==> config.mk <==
export PLATFORM = sky130hd
export DESIGN_NAME = jtoutrun_ba0_arb_flat
export DESIGN_NICKNAME = d
export VERILOG_FILES = /design/src/rtl/jtoutrun_ba0_arb_if.sv /design/src/rtl/jtoutrun_ba0_arb.sv /design/src/flat_wrapper.sv
export SDC_FILE = /design/constraint.sdc
export NUM_CORES = 1
export LEC_CHECK = 0
export ABC_AREA = 0
export BUFFER_PORTS_ARGS = -buffer_cell sky130_fd_sc_hd__buf_2
export CAP_MARGIN = 0
export CORE_AREA = 2 2 117 119
export DETAILED_ROUTE_END_ITERATION = 16
export DIE_AREA = 0 0 119 121
export PLACE_DENSITY = 0.85
export SLEW_MARGIN = 25
export SYNTH_ARGS = -nofsm -noshare
export SYNTH_HDL_FRONTEND = slang
export SYNTH_SLANG_ARGS = --single-unit
==> constraint.sdc <==
create_clock -name clk -period 3.3 [get_ports clk]
set_input_delay 0.495 -clock clk [delete_from_list [all_inputs] [get_ports clk]]
set_output_delay 0.495 -clock clk [all_outputs]
set_load 0.01 [all_outputs]
==> src/rtl/jtoutrun_ba0_arb_if.sv <==
// jtoutrun_ba0_arb_if: CPU-side request ports and SDRAM bank 0 signals of the bank 0 arbiter.
interface jtoutrun_ba0_arb_if #(parameter int AW = 22);
    logic          downloading;
    logic [2:0]    req_cs, req_we, req_ok;
    logic [AW-1:0] req_addr0, req_addr1, req_addr2, ba0_addr;
    logic [1:0]    req_dsn0, req_dsn1, ba0_din_m;
    logic [15:0]   req_din0, req_din1, req_dout, ba0_din, data_read;
    logic          ba_rd, ba_wr, ba_ack, ba_rdy;

    modport master (
        output downloading, req_cs, req_we, req_addr0, req_addr1, req_addr2,
               req_dsn0, req_dsn1, req_din0, req_din1, ba_ack, ba_rdy, data_read,
        input  req_dout, req_ok, ba0_addr, ba_rd, ba_wr, ba0_din, ba0_din_m
    );

    modport slave (
        input  downloading, req_cs, req_we, req_addr0, req_addr1, req_addr2,
               req_dsn0, req_dsn1, req_din0, req_din1, ba_ack, ba_rdy, data_read,
        output req_dout, req_ok, ba0_addr, ba_rd, ba_wr, ba0_din, ba0_din_m
    );
endinterface

==> src/rtl/jtoutrun_ba0_arb.sv <==
// jtoutrun_ba0_arb: round-robin arbiter sharing SDRAM bank 0 between main RAM, sub RAM and main ROM.
module jtoutrun_ba0_arb #(parameter int AW = 22) (
    input logic               clk,
    input logic               rst_n,
    jtoutrun_ba0_arb_if.slave bus
);
    typedef enum logic [1:0] {IDLE, WAIT_ACK, WAIT_RDY} state_t;
    state_t        st;
    logic [1:0]    last, g, p0, p1, p2, sel, sel_dsn;
    logic [2:0]    done, pend;
    logic [AW-1:0] lat_addr [3];
    logic [AW-1:0] sel_addr;
    logic [15:0]   sel_din;
    logic          sel_we, we_l, fin;

    // ok is cached per port and only valid while the same address stays requested
    assign bus.req_ok = done & bus.req_cs & {bus.req_addr2 == lat_addr[2],
                                             bus.req_addr1 == lat_addr[1],
                                             bus.req_addr0 == lat_addr[0]};
    assign pend = bus.req_cs & ~bus.req_ok;
    assign p0 = last == 2'd2 ? 2'd0 : last + 2'd1;
    assign p1 = p0 == 2'd2 ? 2'd0 : p0 + 2'd1;
    assign p2 = p1 == 2'd2 ? 2'd0 : p1 + 2'd1;
    assign sel = pend[p0] ? p0 : pend[p1] ? p1 : p2;
    assign sel_addr = sel == 2'd0 ? bus.req_addr0 : sel == 2'd1 ? bus.req_addr1 : bus.req_addr2;
    assign sel_we = sel != 2'd2 && bus.req_we[sel];
    assign sel_dsn = sel == 2'd0 ? bus.req_dsn0 : bus.req_dsn1;
    assign sel_din = sel == 2'd0 ? bus.req_din0 : bus.req_din1;
    // ack and rdy together in WAIT_ACK complete the access in one step
    assign fin = bus.ba_rdy && ((st == WAIT_ACK && bus.ba_ack) || st == WAIT_RDY);

    always_ff @(posedge clk or negedge rst_n) begin
        if (!rst_n) begin
            st            <= IDLE;
            last          <= 2'd2;
            g             <= 2'd0;
            done          <= 3'b000;
            we_l          <= 1'b0;
            lat_addr      <= '{default: '0};
            bus.ba_rd     <= 1'b0;
            bus.ba_wr     <= 1'b0;
            bus.ba0_addr  <= '0;
            bus.ba0_din   <= 16'h0;
            bus.ba0_din_m <= 2'b00;
            bus.req_dout  <= 16'h0;
        end else begin
            done <= done & bus.req_cs;
            case (st)
                IDLE: if (|pend && !bus.downloading) begin
                    g             <= sel;
                    we_l          <= sel_we;
                    lat_addr[sel] <= sel_addr;
                    done[sel]     <= 1'b0;
                    bus.ba0_addr  <= sel_addr;
                    bus.ba0_din   <= sel_din;
                    bus.ba0_din_m <= sel_we ? sel_dsn : 2'b00;
                    bus.ba_rd     <= !sel_we;
                    bus.ba_wr     <= sel_we;
                    st            <= WAIT_ACK;
                end
                WAIT_ACK: if (bus.ba_ack) begin
                    bus.ba_rd <= 1'b0;
                    bus.ba_wr <= 1'b0;
                    st        <= bus.ba_rdy ? IDLE : WAIT_RDY;
                end
                WAIT_RDY: if (bus.ba_rdy) st <= IDLE;
                default: st <= IDLE;
            endcase
            if (fin) begin
                if (!we_l) bus.req_dout <= bus.data_read;
                done[g] <= bus.req_cs[g];
                last    <= g;
            end
        end
    end
endmodule

==> src/flat_wrapper.sv <==
// flat-port wrapper written by rule: the top's interface ports become plain ports
module jtoutrun_ba0_arb_flat 
#(parameter int AW = 22)
  (clk, rst_n, bus_downloading, bus_req_cs, bus_req_we, bus_req_addr0, bus_req_addr1, bus_req_addr2, bus_req_dsn0, bus_req_dsn1, bus_req_din0, bus_req_din1, bus_ba_ack, bus_ba_rdy, bus_data_read, bus_req_dout, bus_req_ok, bus_ba0_addr, bus_ba_rd, bus_ba_wr, bus_ba0_din, bus_ba0_din_m);
  jtoutrun_ba0_arb_if #(.AW(AW)) bus_i ();
  input logic clk;
  input logic rst_n;
  input wire logic [$bits(bus_i.downloading)-1:0] bus_downloading;
  input wire logic [$bits(bus_i.req_cs)-1:0] bus_req_cs;
  input wire logic [$bits(bus_i.req_we)-1:0] bus_req_we;
  input wire logic [$bits(bus_i.req_addr0)-1:0] bus_req_addr0;
  input wire logic [$bits(bus_i.req_addr1)-1:0] bus_req_addr1;
  input wire logic [$bits(bus_i.req_addr2)-1:0] bus_req_addr2;
  input wire logic [$bits(bus_i.req_dsn0)-1:0] bus_req_dsn0;
  input wire logic [$bits(bus_i.req_dsn1)-1:0] bus_req_dsn1;
  input wire logic [$bits(bus_i.req_din0)-1:0] bus_req_din0;
  input wire logic [$bits(bus_i.req_din1)-1:0] bus_req_din1;
  input wire logic [$bits(bus_i.ba_ack)-1:0] bus_ba_ack;
  input wire logic [$bits(bus_i.ba_rdy)-1:0] bus_ba_rdy;
  input wire logic [$bits(bus_i.data_read)-1:0] bus_data_read;
  output wire logic [$bits(bus_i.req_dout)-1:0] bus_req_dout;
  output wire logic [$bits(bus_i.req_ok)-1:0] bus_req_ok;
  output wire logic [$bits(bus_i.ba0_addr)-1:0] bus_ba0_addr;
  output wire logic [$bits(bus_i.ba_rd)-1:0] bus_ba_rd;
  output wire logic [$bits(bus_i.ba_wr)-1:0] bus_ba_wr;
  output wire logic [$bits(bus_i.ba0_din)-1:0] bus_ba0_din;
  output wire logic [$bits(bus_i.ba0_din_m)-1:0] bus_ba0_din_m;
  assign bus_i.downloading = bus_downloading;
  assign bus_i.req_cs = bus_req_cs;
  assign bus_i.req_we = bus_req_we;
  assign bus_i.req_addr0 = bus_req_addr0;
  assign bus_i.req_addr1 = bus_req_addr1;
  assign bus_i.req_addr2 = bus_req_addr2;
  assign bus_i.req_dsn0 = bus_req_dsn0;
  assign bus_i.req_dsn1 = bus_req_dsn1;
  assign bus_i.req_din0 = bus_req_din0;
  assign bus_i.req_din1 = bus_req_din1;
  assign bus_i.ba_ack = bus_ba_ack;
  assign bus_i.ba_rdy = bus_ba_rdy;
  assign bus_i.data_read = bus_data_read;
  assign bus_req_dout = bus_i.req_dout;
  assign bus_req_ok = bus_i.req_ok;
  assign bus_ba0_addr = bus_i.ba0_addr;
  assign bus_ba_rd = bus_i.ba_rd;
  assign bus_ba_wr = bus_i.ba_wr;
  assign bus_ba0_din = bus_i.ba0_din;
  assign bus_ba0_din_m = bus_i.ba0_din_m;
  jtoutrun_ba0_arb #(.AW(AW)) u_core (.clk(clk), .rst_n(rst_n), .bus(bus_i));
endmodule
==> results.yml <==
global_route:
  antenna_found_initial: 1
  grt_usage: 0.2399
  grt_max_degree: 90
  overflow: 0
  grt_pass1_wl_um: 26830
  grt_pass1_vias: 5399
synth:
  async_flop_share: 1.000
  syn_nets: 704
  synth-main-ff-cell: "dfrtp_1"
  syn_area_um2: 6668
  avgSynthCellArea_um2: 11.60
  ys_seq_area_frac: 0.5031
  synthCells: 575
  synth_edf_count: 0
  ys_seq_elements: 134
  synth.distinct_cells: 59
  synth_top_area_share: 0.4992
  yosys-top-cells-area: "dfrtp_1, mux2_2, xor2_1"
  synth_top_area_cell: "dfrtp_1"
  yosysWarnings: 0
timing:
  timing.slew.headroom: 0.4999
  fin_crit_ns: 3.116
  setup_viol: 0
  report.final.slew_viol_count: 0
  hold_viol: 0
  tightestPinTransition_ns: 0.7501
  tns_ns: 0
  max_freq_mhz: 321.0
  rsz0062_at_grt: "no"
  skew_ns: 0.006822
  period_share: 0.9441
cells_and_area:
  final_area_um2: 8488
  final_cell_mix: "buf_2, dfrtp_1, mux2_2, xor2_1, nand2_1"
  fin_nets: 900
  nFillCells: 1074
  layout_commonest_cell: "buf_2"
  area_growth_pct: 27.30
  drive_above_1_share: 0.3934
worst_setup_path:
  crit_path_end: "u_core.lat_addr[0]"
  cp_data_required_time_ns: 3.60
  crit_arrival_ns: 3.41
  worst-path-buf-inv: 1
  cp_common_cell: "or4_1"
  regToRegSetupSlack_ns: 0.18
  worst-setup-path-type: "reg2reg"
  crit_fanout: 21
  crit_family: "simple AND/OR/NAND/NOR gates"
  critPathMaxStageDelay_ns: 0.65
  critical_path.cell_chain: "xor2_1 -> or4_1 -> or4_1 -> a211o_1 -> o32a_1 -> nor2_2 -> buf_12 -> mux2_1"
  r2r.worst_path.cells: 8
  critPathLaunch: "u_core.lat_addr[51]"
  cp_num_cells: 8
  r2r_start: "u_core.lat_addr[51]"
  cp_slowest_cell: "or4_1"
  critPathCaptureType: "flop"
  cp-start-kind: "flop"
  r2r_end: "u_core.lat_addr[0]"
detailed_routing:
  routed_via_density: 5.659
  drt_iter0_markers: 403
  drtAntennaViolNets: 0
  drc: 0
  drtPass1Iterations: 5
  routedWlPerCell_um: 17.64
  wirelength_um: 16930
  dr_total_vias: 5433
clocking:
  cts_buffers: 17
  clock_sinks: 134
  clk_path_buf_depth: 2
  clockRootBuffer: "clkbuf_16"
  cts-htree-levels: 4
  post-cts-setup-buffers: 0
  cts_tree: "done"
  worstSkewPairLatency_ns: 0.42
  cts.reportedPaths.clkPinSlew_ns: 0.06
placement:
  gp_congestion: 0.9104
  placed_cell_area_um2: 7953
  dp_hpwl_um: 12680
  portBuffers: 188
floorplanning:
  coreArea_um2: 13090
  ios: 190
  die-height_um: 121
  fp.dieW_um: 119
  fp-row-count: 42
  start_util: 0.5096
  dieArea_um2: 14400
power_and_ir_drop:
  worst_ir_drop_vdd_mv: 0.3980
  total_leakage_power_uw: 0.004003
  power_density_nw_per_um2: 902.6
worst_hold_path:
  hold_path.class: "in2async"
outcome:
  status: "finished, final reports clean"
job:
  drv_cap: 0
## flip-flops by register name, summed over array words and instances (netlist names), 3 cells and up
signal and cells:
u_core.bus.ba0_addr 22, u_core.bus.ba0_din 16, u_core.bus.req_dout 16, u_core.done 3
u_core.lat_addr 66
## stage by stage
step,utilization,total power [µW],hold slack (ns),cells,setup WS (ns)
after CTS,0.6482,7683,0.1578,959,0.1932
final,0.6487,7661,0.09161,960,0.1844
after detailed placement,0.6078,5987,0.4700,928,0.005904
after floorplan,-,4828,0.1994,575,0.2016
after global routing,0.6487,8122,0.1832,960,0.07137
after global placement,0.6078,5839,0.4608,928,0.04294
## power breakdown
group / switching, µW / internal, µW
combinational: 1560 / 1480
clock: 667 / 1010
sequential: 499 / 2450
total: 2720 / 4940
## cells by family (layout without fill, tap and decap cells)
family,after synthesis,in the layout,synth area share
multiplexers,95,95,0.1571
other,0,1,0
flip-flops,134,134,0.5031
AO/OA/AOI/OAI,125,125,0.1269
AND/OR/NAND/NOR,114,114,0.09683
buffers and inverters,41,249,0.02946
XOR/XNOR,66,66,0.08670
## worst register-to-register path: cells and delay by family (launching register included)
family	cells	cell delay, ns
compound gates	2	0.58
xor+xnor	1	0.18
buf+inv	1	0.18
flops	1	0.39
mux	1	0.35
simple gates	3	1.31
## worst min-delay path by stage
| stage | start | to | slack, ns | cells after the start |
|---|---|---|---|---|
| finish | rst_n | u_core.lat_addr[1] | 0.09 | 1 |
| global route | rst_n | u_core.done[1] | 0.18 | 1 |
| CTS | rst_n | u_core.lat_addr[4] | 0.16 | 1 |
| detailed placement | u_core.bus.ba0_din[11] | u_core.bus.ba0_din[11] | 0.47 | 2 |
| global placement | u_core.bus.ba0_addr[19] | u_core.bus.ba0_addr[19] | 0.46 | 2 |
| floorplan | rst_n | u_core.bus.ba0_addr[0] | 0.20 | 0 |
## layout make-up
type,count,area [µm²],share of cell area
antenna,1,2.502,0.0002948
clock buffer,23,478.0,0.05631
clock inverter,8,51.30,0.006044
inverter,6,22.52,0.002653
multi-input combinational,400,3132,0.3690
sequential,134,3354,0.3952
tap,176,220.2,0.02594
timing repair buffer,212,1227,0.1446
## layer usage
layer / up-vias / part of all wire / track usage
met3: 37 / 0.071 / 0.05968
met4: 0 / 0.024 / 0.1034
met2: 232 / 0.49 / 0.3897
met1: 2651 / 0.42 / 0.3064
met5: - / 0 / 0
li1: 2513 / - / -
## cells in the mapped netlist, drive strengths merged, types with 3 or more instances
| cell type | instances |
|---|---|
| mux2 | 77 |
| a22oi | 20 |
| dfrtp | 133 |
| and3 | 19 |
| nand2 | 33 |
| o21a | 3 |
| mux2i | 18 |
| o31ai | 4 |
| nand4 | 9 |
| o21ai | 47 |
| xor2 | 34 |
| nor4 | 7 |
| clkbuf | 18 |
| buf | 17 |
| nor2 | 11 |
| inv | 6 |
| a21boi | 3 |
| nand3 | 7 |
| or3 | 3 |
| a21oi | 6 |
| xnor2 | 32 |
| or4 | 6 |
| a31oi | 4 |
| o32ai | 4 |
| a32oi | 21 |
## what timing repair did
item                                    4_1_cts  5_1_grt
endpoints found under the setup margin        0        1
hold buffers                                  0        0
gates resized for setup                       0        1
Power figures use the tool's default switching activity.
